$ cat src/rtl/uart_tx.sv
`timescale 1ns/1ps
`default_nettype none
// ============================================================================
// Module   : uart_tx
// Purpose  : Buffered UART transmitter: circular byte FIFO feeding a
//            start/data(LSB first)/optional even parity/stop serialiser.
// Revision : 1.0  initial release
// ============================================================================

module uart_tx #(
  parameter int BaudRate     = 9600,
  parameter int ParityBit    = 0,
  parameter int DataBitsSize = 8,
  parameter int StopBits     = 1,
  parameter int BufferSize   = 64,
  parameter int ClockFreqHz  = 10000000
) (
  input  logic                        clk,
  input  logic                        rst_n,
  input  logic                        wr_en,
  input  logic [7:0]                  wr_data,
  output logic                        full,
  output logic                        empty,
  output logic [$clog2(BufferSize):0] level,
  output logic                        overflow,
  output logic                        busy,
  output logic                        tx_sig
);

  localparam int PW   = $clog2(BufferSize);
  localparam int SCLK = ClockFreqHz / BaudRate;
  localparam int CW   = $clog2(StopBits * SCLK + 1);

  localparam logic [CW-1:0] BIT_LAST  = CW'(SCLK - 1);
  localparam logic [CW-1:0] STOP_LAST = CW'(StopBits * SCLK - 1);
  localparam logic [2:0]    DATA_LAST = 3'(DataBitsSize - 1);
  localparam logic [7:0]    DATA_MASK = 8'((1 << DataBitsSize) - 1);
  localparam logic [PW:0]   DEPTH     = (PW + 1)'(BufferSize);

  localparam logic [2:0] S_IDLE   = 3'd0;
  localparam logic [2:0] S_START  = 3'd1;
  localparam logic [2:0] S_DATA   = 3'd2;
  localparam logic [2:0] S_PARITY = 3'd3;
  localparam logic [2:0] S_STOP   = 3'd4;

  logic [2:0]    state_q, state_d;
  logic [CW-1:0] bit_cnt_q, bit_cnt_d;
  logic [2:0]    data_cnt_q, data_cnt_d;
  logic [7:0]    shift_q, shift_d;
  logic          par_q, par_d;
  logic          tx_q, tx_d;
  logic          busy_q;
  logic [PW-1:0] wr_ptr_q, rd_ptr_q;
  logic [PW:0]   count_q, count_d;
  logic          full_q, empty_q, overflow_q;
  logic [7:0]    mem_q [BufferSize];

  logic       push, pop;
  logic       bit_done, stop_done, last_bit;
  logic [7:0] head;

  assign bit_done  = (bit_cnt_q == BIT_LAST);
  assign stop_done = (bit_cnt_q == STOP_LAST);
  assign last_bit  = (data_cnt_q == DATA_LAST);
  assign head      = mem_q[rd_ptr_q];

  // Full/empty are the registered flags, so a push into a full FIFO is dropped
  // even when a pop frees a slot in the same cycle.
  assign push = wr_en && !full_q;
  assign pop  = !empty_q && ((state_q == S_IDLE) || ((state_q == S_STOP) && stop_done));

  always_comb begin
    count_d = count_q;
    if (push && !pop) begin
      count_d = count_q + (PW + 1)'(1);
    end else if (!push && pop) begin
      count_d = count_q - (PW + 1)'(1);
    end
  end

  always_ff @(posedge clk) begin
    if (push) begin
      mem_q[wr_ptr_q] <= wr_data;
    end
  end

  always_ff @(posedge clk or negedge rst_n) begin
    if (!rst_n) begin
      state_q <= S_IDLE;
    end else begin
      state_q <= state_d;
    end
  end

  always_comb begin
    state_d = state_q;
    case (state_q)
      S_IDLE:   if (!empty_q) state_d = S_START;
      S_START:  if (bit_done) state_d = S_DATA;
      S_DATA:   if (bit_done && last_bit) state_d = (ParityBit != 0) ? S_PARITY : S_STOP;
      S_PARITY: if (bit_done) state_d = S_STOP;
      S_STOP:   if (stop_done) state_d = empty_q ? S_IDLE : S_START;
      default:  state_d = S_IDLE;
    endcase
  end

  always_comb begin
    bit_cnt_d  = bit_cnt_q + CW'(1);
    data_cnt_d = data_cnt_q;
    shift_d    = shift_q;
    par_d      = par_q;
    tx_d       = tx_q;
    case (state_q)
      S_IDLE: begin
        bit_cnt_d = '0;
        tx_d      = 1'b1;
      end
      S_START: begin
        if (bit_done) begin
          bit_cnt_d = '0;
          tx_d      = shift_q[0];
        end
      end
      S_DATA: begin
        if (bit_done) begin
          bit_cnt_d  = '0;
          shift_d    = {1'b0, shift_q[7:1]};
          data_cnt_d = data_cnt_q + 3'd1;
          if (last_bit) begin
            tx_d = (ParityBit != 0) ? par_q : 1'b1;
          end else begin
            tx_d = shift_q[1];
          end
        end
      end
      S_PARITY: begin
        if (bit_done) begin
          bit_cnt_d = '0;
          tx_d      = 1'b1;
        end
      end
      S_STOP: begin
        if (stop_done) begin
          bit_cnt_d = '0;
          tx_d      = 1'b1;
        end
      end
      default: begin
        bit_cnt_d = '0;
        tx_d      = 1'b1;
      end
    endcase
    // Loading the next byte overrides the per-state update, giving gapless frames.
    if (pop) begin
      shift_d    = head;
      par_d      = ^(head & DATA_MASK);
      bit_cnt_d  = '0;
      data_cnt_d = '0;
      tx_d       = 1'b0;
    end
  end

  always_ff @(posedge clk or negedge rst_n) begin
    if (!rst_n) begin
      bit_cnt_q  <= '0;
      data_cnt_q <= '0;
      shift_q    <= '0;
      par_q      <= 1'b0;
      tx_q       <= 1'b1;
      busy_q     <= 1'b0;
      wr_ptr_q   <= '0;
      rd_ptr_q   <= '0;
      count_q    <= '0;
      full_q     <= 1'b0;
      empty_q    <= 1'b1;
      overflow_q <= 1'b0;
    end else begin
      bit_cnt_q  <= bit_cnt_d;
      data_cnt_q <= data_cnt_d;
      shift_q    <= shift_d;
      par_q      <= par_d;
      tx_q       <= tx_d;
      busy_q     <= (state_d != S_IDLE);
      if (push) wr_ptr_q <= wr_ptr_q + PW'(1);
      if (pop)  rd_ptr_q <= rd_ptr_q + PW'(1);
      count_q    <= count_d;
      full_q     <= (count_d == DEPTH);
      empty_q    <= (count_d == '0);
      overflow_q <= wr_en && full_q;
    end
  end

  assign full     = full_q;
  assign empty    = empty_q;
  assign level    = count_q;
  assign overflow = overflow_q;
  assign busy     = busy_q;
  assign tx_sig   = tx_q;

endmodule

`default_nettype wire

$ cat config.mk
export PLATFORM = sky130hd
export DESIGN_NAME = uart_tx
export DESIGN_NICKNAME = d
export VERILOG_FILES = /design/src/rtl/uart_tx.sv
export SDC_FILE = /design/constraint.sdc
export NUM_CORES = 1
export LEC_CHECK = 0
export BUFFER_PORTS_ARGS = -buffer_cell sky130_fd_sc_hd__buf_2
export CAP_MARGIN = 20
export CORE_MARGIN = 4
export CORE_UTILIZATION = 57
export DETAILED_ROUTE_END_ITERATION = 8
export PLACE_DENSITY_LB_ADDON = 0.12
export SYNTH_ARGS = -nofsm -noshare
export SYNTH_HDL_FRONTEND = slang
export SYNTH_SLANG_ARGS = --single-unit
$ cat constraint.sdc
create_clock -name clk -period 2.4 [get_ports clk]
set_clock_uncertainty 0.2 [all_clocks]
set_input_delay 0.6 -clock clk [delete_from_list [all_inputs] [get_ports clk]]
set_output_delay 0.6 -clock clk [all_outputs]
set_load 0.005 [all_outputs]
==> impl_summary.md <==
Clocking
The clock latency of the later-clocked register in the worst-skew pair is 0.60 ns. The TritonCTS buffer count is 55. The longest clock path from root to sink contains 3 buffers. Clock tree synthesis selected as its root buffer the cell clkbuf_16. The H-tree depth is 2. TritonCTS built the clock tree. The post-CTS clock slew at the launch and capture registers of the worst setup and hold paths is 0.07 ns. Clock tree synthesis found a total of roughly 560 sinks.

STA
In the post-route analysis, the smallest setup slack over all paths is -0.1783 ns. The upper clock frequency limit is 387.8 MHz. Setup repair after global routing could not meet its margin everywhere. The total setup violations reported at the end of the flow is 10. The final total negative setup slack is -1.171 ns. The worst pin sits at a relative slew slack of 60.86%.

Dividing the final minimum period by the clock period gives 107.4%. At the pin with the least slew margin, the transition time is 0.5872 ns. The total count of max-transition violations in the final report came to 0.

The worst path in the final design needs a cycle of 2.578 ns, including I/O delays and setup. The final hold violation count is 0.

Yosys
The library cell with the largest summed area after synthesis is edfxtp_1. The sequential share of the synthesized area is 73.73%. The count of state elements after synthesis is 561. The share of synthesized registers carrying an async set or reset is 8.734%. The area share of the largest cell type after synthesis is 68.27%. The most common cell in the synthesized netlist is edfxtp_1. The number of cells produced by synthesis is approximately 1100. For this run, the leading register cell type out of synthesis is edfxtp_1. The number of enable-type register cells in the synthesized netlist is 512. The number of nets handed over by synthesis was roughly 1200. By count the netlist is led by 512 x edfxtp_1, 140 x mux4_2, 86 x nor2_1, 52 x mux2i_1, 47 x dfrtp_1. By area the synthesized netlist is led by edfxtp_1 68%, mux4_2 14%, dfrtp_1 5.2%. Dividing the synthesized area by the synthesized cell count gives 19.72 um2. The count of yosys warnings during synthesis is 0. In this run the cell area of the synthesized design comes to approximately 23000 um2. The number of unique standard cell types used by synthesis is 59.

Status
The checks that failed: negative setup slack. The run finished, with violations left.

Routing
The total number of vias is 11740. After detailed routing, the average wire length per cell comes to 26.40 um. After detailed routing, the number of remaining DRC violations is 0. The first detailed-routing pass ran for 5 iterations. The via density per instance is 6.099. The number of routed nets with antenna violations is 0. The violation count after the first detailed-route iteration is 1274. The aggregate routed wire length is around 50000 um.

Critical path
The setup slack of the most critical reg-to-reg path is -0.18 ns. The required time at the worst-slack endpoint is 2.67 ns. The worst setup path is captured at a flop. The endpoint of the most critical setup path is shift_q[3]. Tracing the worst setup path back leads to its startpoint at rd_ptr_q[0]. At the worst endpoint, the arrival time is about 2.9 ns. The kind of start point of the critical path is a flop. The length in cells of the worst reg-to-reg path is 8.

The source of the worst register-to-register timing path is rd_ptr_q[0]. The terminus of the critical flop-to-flop path is shift_q[3]. In this run the worst path has a maximum fanout of 6. The critical path is of the flop to flop type.

GRT
The number of antenna violations at the first check in global routing is 1. The overall overflow remaining after global route is 0. Entering global routing, the biggest net connects 65 pins. The overall global routing resource usage is 24.32%. The first-pass GRT wire length is between 70000 and 80000 um. The via count of the first global-routing pass came to between 10000 and 15000.

Cells and area
The antenna cell count is 0. The post-synthesis to final-layout area growth is 19.74%. The proportion of layout cells with a drive suffix above 1 is 35.25%. For this run, the share of the core covered by cells in the final layout is a little over two thirds. The filler cell count is 2436.

After routing the design area is about 27000 um2. The sequential standard cell area is 16610 um2. Excluding fillers, the count of instances in the completed layout stands at 1925. The area used by multi-input combinational logic is 5660 um2.

The post-layout net count is 1384.

Floorplanning
The width of the chip is ~210 um. The core region is 38830 um2. The effective utilization at floorplan is 58.00%. The die is 206.8 um tall. The number of primary I/O pins is 23. The floorplan step defined a die boundary enclosing 42750 um2.

The number of standard-cell rows in the floorplan is 72.

Placement
The quantity of I/O buffers inserted on ports is 22. The cell total after placement is 1797. The global placer's final weighted congestion is 0.8312. Once placement finished, the instance area stood at around 24000 um2. The HPWL after detailed placement is 31410 um.

Job
The total of max-cap violations is 0.

Hold path
The min-delay analysis places its worst path in the category primary input to flop.

Pwr
The maximum resistive drop on vdd is 0.0007469 V. Summed over all cells, the static leakage comes to a little over 9 nW. The power density over the cells is just over 800 nW/um2.
==> report_power, final <==
group | internal, mW | switching, mW
registers | 11.1 | 0.271
clock network | 5.18 | 3.54
logic | 0.638 | 1.04
==> registers in the layout, summed over array words and instances (netlist names), 3 cells and up <==
register,count
wr_ptr_q,6
state_q,3
bit_cnt_q,11
level,7
rd_ptr_q,6
data_cnt_q,3
shift_q,8
mem_q,512
==> worst min path at each step <==
stage	to	depth (start not counted)	slack (ns)	from
3_5_place_dp	rd_ptr_q[5]	1	0.29	rd_ptr_q[5]
4_1_cts	overflow	2	0.04	wr_en
6_report	overflow	2	0.06	wr_en
5_1_grt	overflow	2	0.06	wr_en
2_1_floorplan	bit_cnt_q[0]	0	0.10	rst_n
3_3_place_gp	rd_ptr_q[5]	1	0.27	rd_ptr_q[5]
==> cell type report <==
| type | count | area share (%) |
|---|---|---|
| Timing Repair Buffer | 231 | 8.097 |
| Clock buffer | 69 | 5.457 |
| Multi-Input combinational cell | 507 | 20.99 |
| Tap cell | 518 | 2.404 |
| Sequential cell | 561 | 61.62 |
| Clock inverter | 30 | 1.309 |
| Inverter | 9 | 0.1253 |
==> cell families after synthesis <==
family	Yosys count	share of synthesized area (%)
and+or+nand+nor	221	4.839
muxes	194	16.41
adders and majority gates	8	0.4445
buffers and inverters	74	1.628
AOI/OAI and AO/OA	59	1.939
DFF	561	73.73
xor gates and xnor gates	25	1.006
==> placed cells by master, fill, tap and decap left out, drive strengths merged, types with 4 or more instances in the layout <==
| cell | n |
|---|---|
| edfxtp | 512 |
| buf | 227 |
| mux4 | 140 |
| nor2 | 86 |
| clkbuf | 72 |
| mux2i | 52 |
| dfrtp | 47 |
| nand2 | 38 |
| nand3 | 26 |
| clkinv | 21 |
| o21ai | 15 |
| xnor2 | 14 |
| nor3 | 14 |
| xor2 | 11 |
| nor2b | 10 |
| inv | 9 |
| nand4 | 8 |
| ha | 8 |
| bufinv | 8 |
| o21bai | 8 |
| a21oi | 7 |
| or3 | 7 |
| a222oi | 6 |
| o211ai | 6 |
| nand2b | 4 |
| nand4b | 4 |
==> critical path: stages, from the launching register on <==
cell and delay, ns:
dfrtp_4 0.55, buf_16 0.18, buf_12 0.14, mux4_2 0.55
mux2i_2 0.21, a222oi_1 0.11, nand3_1 0.23, o21ai_1 0.10
o21bai_1 0.16
==> through the flow <==
stage / hold WS (ns) / power, mW / setup WS [ns]
after CTS: 0.03950 / 21.85 / -0.1217
after global routing: 0.06003 / 22.48 / -0.2729
after floorplan: 0.1044 / 12.39 / -0.1725
after detailed placement: 0.2914 / 13.16 / -0.2639
after global placement: 0.2728 / 13.12 / -0.2490
final: 0.06079 / 21.75 / -0.1783
==> what timing repair did <==
| item | 4_1_cts | 5_1_grt |
|---|---|---|
| cloned | 4 | 3 |
| hold buffers | 1 | 0 |
| setup endpoints to repair | 10 | 20 |
| endpoints found under the hold margin | 13 | 0 |
| setup buffers | 10 | 5 |
| gates resized for setup | 30 | 20 |
| pin swaps | 12 | 10 |
==> layer usage <==
layer / vias to the layer above / part of all wire (%) / global-route usage [%]
li1: 5080 / - / -
met1: 6143 / 42 / 35.57
met2: 421 / 48 / 38.11
met3: 95 / 6.7 / 4.077
met4: 2 / 3.0 / 8.522
met5: - / 0.033 / 0
No activity file was read; power rests on OpenSTA's default activity.
